## src/rtl/apb_rr_arbiter.sv

```systemverilog
`default_nettype none
// ============================================================================
//  Module      : apb_rr_arbiter
//  Description : Round-robin arbiter that funnels several upstream APB
//                requesters onto one downstream APB master port.
//  Revision    : 1.0 - initial release
// ============================================================================
module apb_rr_arbiter #(
    parameter int NoRequesters = 4,
    parameter int AddrWidth    = 32,
    parameter int DataWidth    = 32
) (
    input  logic                                        clk,
    input  logic                                        rst_n,
    input  logic [NoRequesters-1:0]                     req_psel,
    input  logic [NoRequesters-1:0]                     req_penable,
    input  logic [NoRequesters-1:0]                     req_pwrite,
    input  logic [NoRequesters-1:0][AddrWidth-1:0]      req_paddr,
    input  logic [NoRequesters-1:0][2:0]                req_pprot,
    input  logic [NoRequesters-1:0][DataWidth-1:0]      req_pwdata,
    input  logic [NoRequesters-1:0][DataWidth/8-1:0]    req_pstrb,
    output logic [NoRequesters-1:0]                     req_pready,
    output logic [NoRequesters-1:0]                     req_pslverr,
    output logic [NoRequesters-1:0][DataWidth-1:0]      req_prdata,
    output logic                                        m_psel,
    output logic                                        m_penable,
    output logic                                        m_pwrite,
    output logic [AddrWidth-1:0]                        m_paddr,
    output logic [2:0]                                  m_pprot,
    output logic [DataWidth-1:0]                        m_pwdata,
    output logic [DataWidth/8-1:0]                      m_pstrb,
    input  logic                                        m_pready,
    input  logic                                        m_pslverr,
    input  logic [DataWidth-1:0]                        m_prdata,
    output logic                                        busy,
    output logic [$clog2(NoRequesters)-1:0]             grant_idx
);

    localparam int IdxWidth  = $clog2(NoRequesters);
    localparam int StrbWidth = DataWidth / 8;
    localparam logic [IdxWidth:0]   NumReq  = (IdxWidth + 1)'(NoRequesters);
    localparam logic [IdxWidth-1:0] LastIdx = IdxWidth'(NoRequesters - 1);

    typedef enum logic [1:0] {
        IDLE   = 2'd0,
        SETUP  = 2'd1,
        ACCESS = 2'd2
    } state_t;

    typedef struct packed {
        logic                 pwrite;
        logic [AddrWidth-1:0] paddr;
        logic [2:0]           pprot;
        logic [DataWidth-1:0] pwdata;
        logic [StrbWidth-1:0] pstrb;
    } apb_req_t;

    state_t                 state_q, state_d;
    logic [IdxWidth-1:0]    grant_q, grant_d;
    logic [IdxWidth-1:0]    rr_ptr_q, rr_ptr_d;
    logic                   dropped_q, dropped_d;
    apb_req_t               hold_q, hold_d;

    apb_req_t [NoRequesters-1:0] req_bundle;
    apb_req_t               sel_req;
    logic                   granted_live;
    logic                   winner_valid;
    logic [IdxWidth-1:0]    winner_idx;
    logic [IdxWidth:0]      cand;

    // penable is deliberately ignored: setup- and access-phase requesters compete equally
    logic unused_penable;
    assign unused_penable = ^req_penable;

    for (genvar i = 0; i < NoRequesters; i++) begin : g_bundle
        assign req_bundle[i] = '{pwrite: req_pwrite[i], paddr: req_paddr[i],
                                 pprot: req_pprot[i], pwdata: req_pwdata[i],
                                 pstrb: req_pstrb[i]};
    end

    // Scan downward so the lowest offset from rr_ptr is written last and wins
    always_comb begin
        winner_valid = 1'b0;
        winner_idx   = '0;
        cand         = '0;
        for (int k = NoRequesters - 1; k >= 0; k--) begin
            cand = {1'b0, rr_ptr_q} + (IdxWidth + 1)'(k);
            if (cand >= NumReq) begin
                cand = cand - NumReq;
            end
            if (req_psel[cand[IdxWidth-1:0]]) begin
                winner_valid = 1'b1;
                winner_idx   = cand[IdxWidth-1:0];
            end
        end
    end

    assign granted_live = req_psel[grant_q] & ~dropped_q;

    always_comb begin
        state_d   = state_q;
        grant_d   = grant_q;
        rr_ptr_d  = rr_ptr_q;
        dropped_d = dropped_q;
        hold_d    = hold_q;
        case (state_q)
            IDLE: begin
                if (winner_valid) begin
                    state_d   = SETUP;
                    grant_d   = winner_idx;
                    dropped_d = 1'b0;
                    hold_d    = req_bundle[winner_idx];
                end
            end
            SETUP: begin
                state_d = ACCESS;
            end
            ACCESS: begin
                if (m_pready) begin
                    state_d  = IDLE;
                    rr_ptr_d = (grant_q == LastIdx) ? '0 : grant_q + 1'b1;
                end
            end
            default: begin
                state_d = IDLE;
            end
        endcase
        // Once the owner lets go of psel, freeze its last request for the rest of the transfer
        if (state_q != IDLE) begin
            if (granted_live) begin
                hold_d = req_bundle[grant_q];
            end else begin
                dropped_d = 1'b1;
            end
        end
    end

    always_ff @(posedge clk or posedge rst_n) begin
        if (rst_n) begin
            state_q   <= IDLE;
            grant_q   <= '0;
            rr_ptr_q  <= '0;
            dropped_q <= 1'b0;
            hold_q    <= '0;
        end else begin
            state_q   <= state_d;
            grant_q   <= grant_d;
            rr_ptr_q  <= rr_ptr_d;
            dropped_q <= dropped_d;
            hold_q    <= hold_d;
        end
    end

    always_comb begin
        m_psel      = (state_q != IDLE);
        m_penable   = (state_q == ACCESS);
        busy        = m_psel;
        grant_idx   = grant_q;
        sel_req     = granted_live ? req_bundle[grant_q] : hold_q;
        m_pwrite    = 1'b0;
        m_paddr     = '0;
        m_pprot     = '0;
        m_pwdata    = '0;
        m_pstrb     = '0;
        req_pready  = '0;
        req_pslverr = '0;
        req_prdata  = '0;
        if (m_psel) begin
            m_pwrite = sel_req.pwrite;
            m_paddr  = sel_req.paddr;
            m_pprot  = sel_req.pprot;
            m_pwdata = sel_req.pwdata;
            m_pstrb  = sel_req.pstrb;
        end
        if ((state_q == ACCESS) && granted_live && m_pready) begin
            req_pready[grant_q]  = 1'b1;
            req_pslverr[grant_q] = m_pslverr;
            req_prdata[grant_q]  = m_prdata;
        end
    end

endmodule
`default_nettype wire

```

## config.mk

```make
export PLATFORM = sky130hd
export DESIGN_NAME = apb_rr_arbiter
export DESIGN_NICKNAME = d
export VERILOG_FILES = /design/src/rtl/apb_rr_arbiter.sv
export SDC_FILE = /design/constraint.sdc
export NUM_CORES = 1
export LEC_CHECK = 0
export BUFFER_PORTS_ARGS = -buffer_cell sky130_fd_sc_hd__buf_2
export CELL_PAD_IN_SITES_DETAIL_PLACEMENT = 0
export CELL_PAD_IN_SITES_GLOBAL_PLACEMENT = 1
export CORE_AREA = 8 8 207 209
export CTS_CLUSTER_DIAMETER = 200
export DETAILED_ROUTE_END_ITERATION = 7
export DIE_AREA = 0 0 215 217
export PLACE_DENSITY_LB_ADDON = 0.3
export SYNTH_ARGS = -nofsm -noshare
export SYNTH_HDL_FRONTEND = slang
export SYNTH_SLANG_ARGS = --single-unit
```

## constraint.sdc

```tcl
create_clock -name clk -period 4.8 [get_ports clk]
set_input_delay 0.24 -clock clk [delete_from_list [all_inputs] [get_ports clk]]
set_output_delay 0.24 -clock clk [all_outputs]
set_load 0.02 [all_outputs]
```

==> summary.md <==
| Metric | Value |
|---|---|
| Max-slew headroom | 28.60% |
| Clock latency on the worst-skew pair | 0.35 ns |
| Adder-Cell Fraction of Synth Area | 0.5391% |
| Worst VDD drop | 0.5011 mV |
| R2R depth | 6 |
| Critical Path Start Type | flip-flop |
| Vias per Instance | 5.025 |
| Post_cts resized | 0 |
| Starting Density | 23.53% |
| Largest net degree at the start of global routing | 77 |
| Leakage | 6.422 nW |
| R2r setup slk | 1.92 ns |
| Setup tns final | 0 ns |
| Critical Path AT | 3.34 ns |
| Clk sinks | 79 |
| Design area | 12630 um2 |
| Crit path time final | 3.582 ns |
| Post-Syn Area per Cell | 8.701 um2 |
| Total Power | 8.035 mW |
| GR Overflow Total | 0 |
| Core area | 39460 um2 |
| Compound-Gate Fraction of Synth Area | 16.78% |
| DP Cell Count | 2046 |
| Die Y | 217 um |
| XOR/XNOR Fraction of Synth Area | 0% |
| Share of post-route cells with drive strength above 1 | 43.89% |
| Root buffer cell | clkbuf_16 |
| H-tree lvl count | 3 |
| Met1 WL | 18.91 mm |
| Cts hold-fix bufs | 1 |
| Post-route setup slack | 1.218 ns |
| Placed inst area | 12290 um2 |
| Initial antenna violation count | 20 |
| RSZ-0062 raised after global routing | false |
| Met3 wire len | 3.286 mm |
| DP HPWL | 33.58 mm |
| Die area | 46660 um2 |
| Fin. Hold Viols | 0 |
| Buffers added on ports | 540 |
| Clock transition at path regs | 0.07 ns |
| Num CTS Buffers | 9 |
| Hold Crit Class | primary input to flip-flop |
| Synth warnings | 0 |
| Mux cell area share after synthesis | 30.67% |
| Max layer used | met5 |
| Chip Width | 215 um |
| DRC Markers | 0 |
| Final Non-Filler Cells | 2074 |
| Setup WS pre-CTS | 1.556 ns |
| Cells after Synth | 1067 |
| Crit share post-route | 74.62% |
| Max Cap Viol | 0 |
| Post-layout util | 32.01% |
| R2R Path End | hold_q[42]$_DFF_PP0_ |
| Final Max Tran Viols | 0 |
| TritonRoute pass-1 iters | 5 |
| Post-Synth Simple-Gate Area | 23.75% |
| TritonCTS clock tree | done |
| Data required time of the worst path | 4.56 ns |
| Syn nets | 1403 |
| ANT nets after route | 0 |
| Clock Tree Buf Depth | 2 |
| Wire per inst | 22.40 um |
| Distinct cells, synth | 37 |
| Nets | 1869 |
| Hold path start | req_paddr[44] |
| GPL Wtd Cong | 0.8133 |
| Min Hold Slack | 0.1584 ns |
| DR vias | 10.42k |
| Status | complete, no violations |
| Largest family of logic cells by synthesized area | multiplexers |
| First-pass GRT wire length | 69.66 mm |
| CP max FO | 72 |
| Crit. End Element | primary output |
| Cell Rows | 73 |
| Achievable Freq | 279.2 MHz |
| WL met2 | 23.58 mm |
| Initial drt markers | 570 |
| Crit Path Class | flip-flop to primary output |
| Worst Setup SP | grant_idx[0]$_DFFE_PP0P_ |
| Yosys reg bits | 79 |
| Hold Path Depth | 3 |
| Layout area overhead | 36.04% |
| Hold EP | hold_q[51]$_DFF_PP0_ |
| Pwr dens | 636.2 nW/um2 |
| Synthesized cell area | 9284 um2 |
| Post-CTS Setup Bufs | 0 |
| All-Layer GR Usage | 18.85% |
| Via count of the first global-routing pass | 11.04k |
| Seq/Total Area, Yosys | 21.29% |
| Clock skew | 0.01758 ns |
| IO Count | 545 |
| Final Setup Violations | 0 |
| Total Routed Length | 46.47 mm |
| Slew @ Worst Pin | 1.067 ns |
| Reg2reg start | grant_idx[0]$_DFFE_PP0P_ |
-- synth_stat cells --
cell,instances,area [um2]
dfrtp_1,79,1977
a21o_1,1,7.510
and3_1,76,475.5
a21oi_1,131,655.6
a211oi_1,13,97.59
buf_2,28,140.1
o21ai_0,2,10.01
mux2i_1,118,1181
o21a_1,1,7.510
nor4_1,2,12.51
buf_4,5,37.54
nor2b_4,1,13.76
a21boi_0,13,97.59
a311oi_1,13,113.9
clkbuf_1,59,221.5
o21ba_2,1,10.01
and3b_1,1,8.760
buf_6,19,214.0
mux4_2,73,1644
buf_1,2,7.510
inv_1,7,26.28
nand2_1,201,754.5
nand3b_1,1,7.510
o221a_2,1,11.26
o221ai_1,58,508.0
nand2_2,1,6.260
nor3_2,1,10.01
a221oi_1,1,8.760
o31ai_4,1,21.27
ha_1,4,50.05
nor2_1,9,33.78
and2_1,134,838.3
mux2_2,2,22.52
o21ai_2,1,8.760
nand2b_1,4,25.02
nor2b_1,2,12.51
and2_0,1,6.260
-- layer usage --
| layer | vias up | GRT usage [%] |
|---|---|---|
| met1 | 5052 | 22.98 |
| met4 | 10 | 4.358 |
| met3 | 50 | 4.702 |
| met2 | 431 | 33.17 |
| li1 | 4878 | - |
| met5 | - | 0 |
-- how the worst max path moves through the flow --
stage / endpoint / slack [ns] / cells after the start
floorplan: req_prdata[24] / 2.38 / 9
global placement: m_paddr[10] / 1.53 / 5
detailed placement: m_paddr[10] / 1.56 / 5
CTS: m_paddr[10] / 1.17 / 5
global route: m_paddr[10] / 1.08 / 5
finish: m_pprot[2] / 1.22 / 5
-- final cells by class --
cell class                      instances  area (um2)
Timing Repair Buffer                  568        2940
Multi-Input combinational cell        868        6690
Inverter                                7       27.53
Antenna cell                           11       27.53
Fill cell                            4286       26830
Sequential cell                        79        1984
Tap cell                              525       656.9
Clock buffer                            9       225.2
Clock inverter                          7       77.57
-- logic make-up (layout without fill, tap and decap cells) --
logic type               Yosys count  count (layout)
AND/OR/NAND/NOR                  434             434
AO/OA/AOI/OAI                    237             237
multiplexers                     193             193
buffers and inverters            120             591
flip-flops                        79              79
adder cells (fa/ha/maj)            4               4
other                              0              11
-- cell usage in the layout, fill, tap and decap left out, types with 3 or more instances in the layout --
cell       instances
a311oi_1          13
and2_1           132
mux2i_1          118
nand2_1          200
clkinv_2           3
ha_1               4
inv_1              6
a21boi_0          13
and3_1            76
mux4_2            73
nor2_1             8
clkbuf_16          9
o221ai_1          58
buf_2            540
a211oi_1          13
dfrtp_1           77
buf_4             25
a21oi_1          131
diode_2           11
-- power breakdown --
part	total [mW]	switching (mW)	internal (mW)
registers	1.33	0.286	1.04
logic	5.96	3.67	2.29
clock network	0.751	0.340	0.411
-- flip-flops by register name, indices dropped and copies added (netlist names) --
register	flops
dropped_q	1
grant_idx	2
hold_q	72
rr_ptr_q	2
state_q	2
-- critical path, stage by stage, from the launching register on --
cell      delay, ns
dfrtp_4        0.87
mux4_2         0.67
nand2b_4       0.75
nand2_1        0.13
a21oi_1        0.26
buf_2          0.22
(Power assumes the default switching activity.)
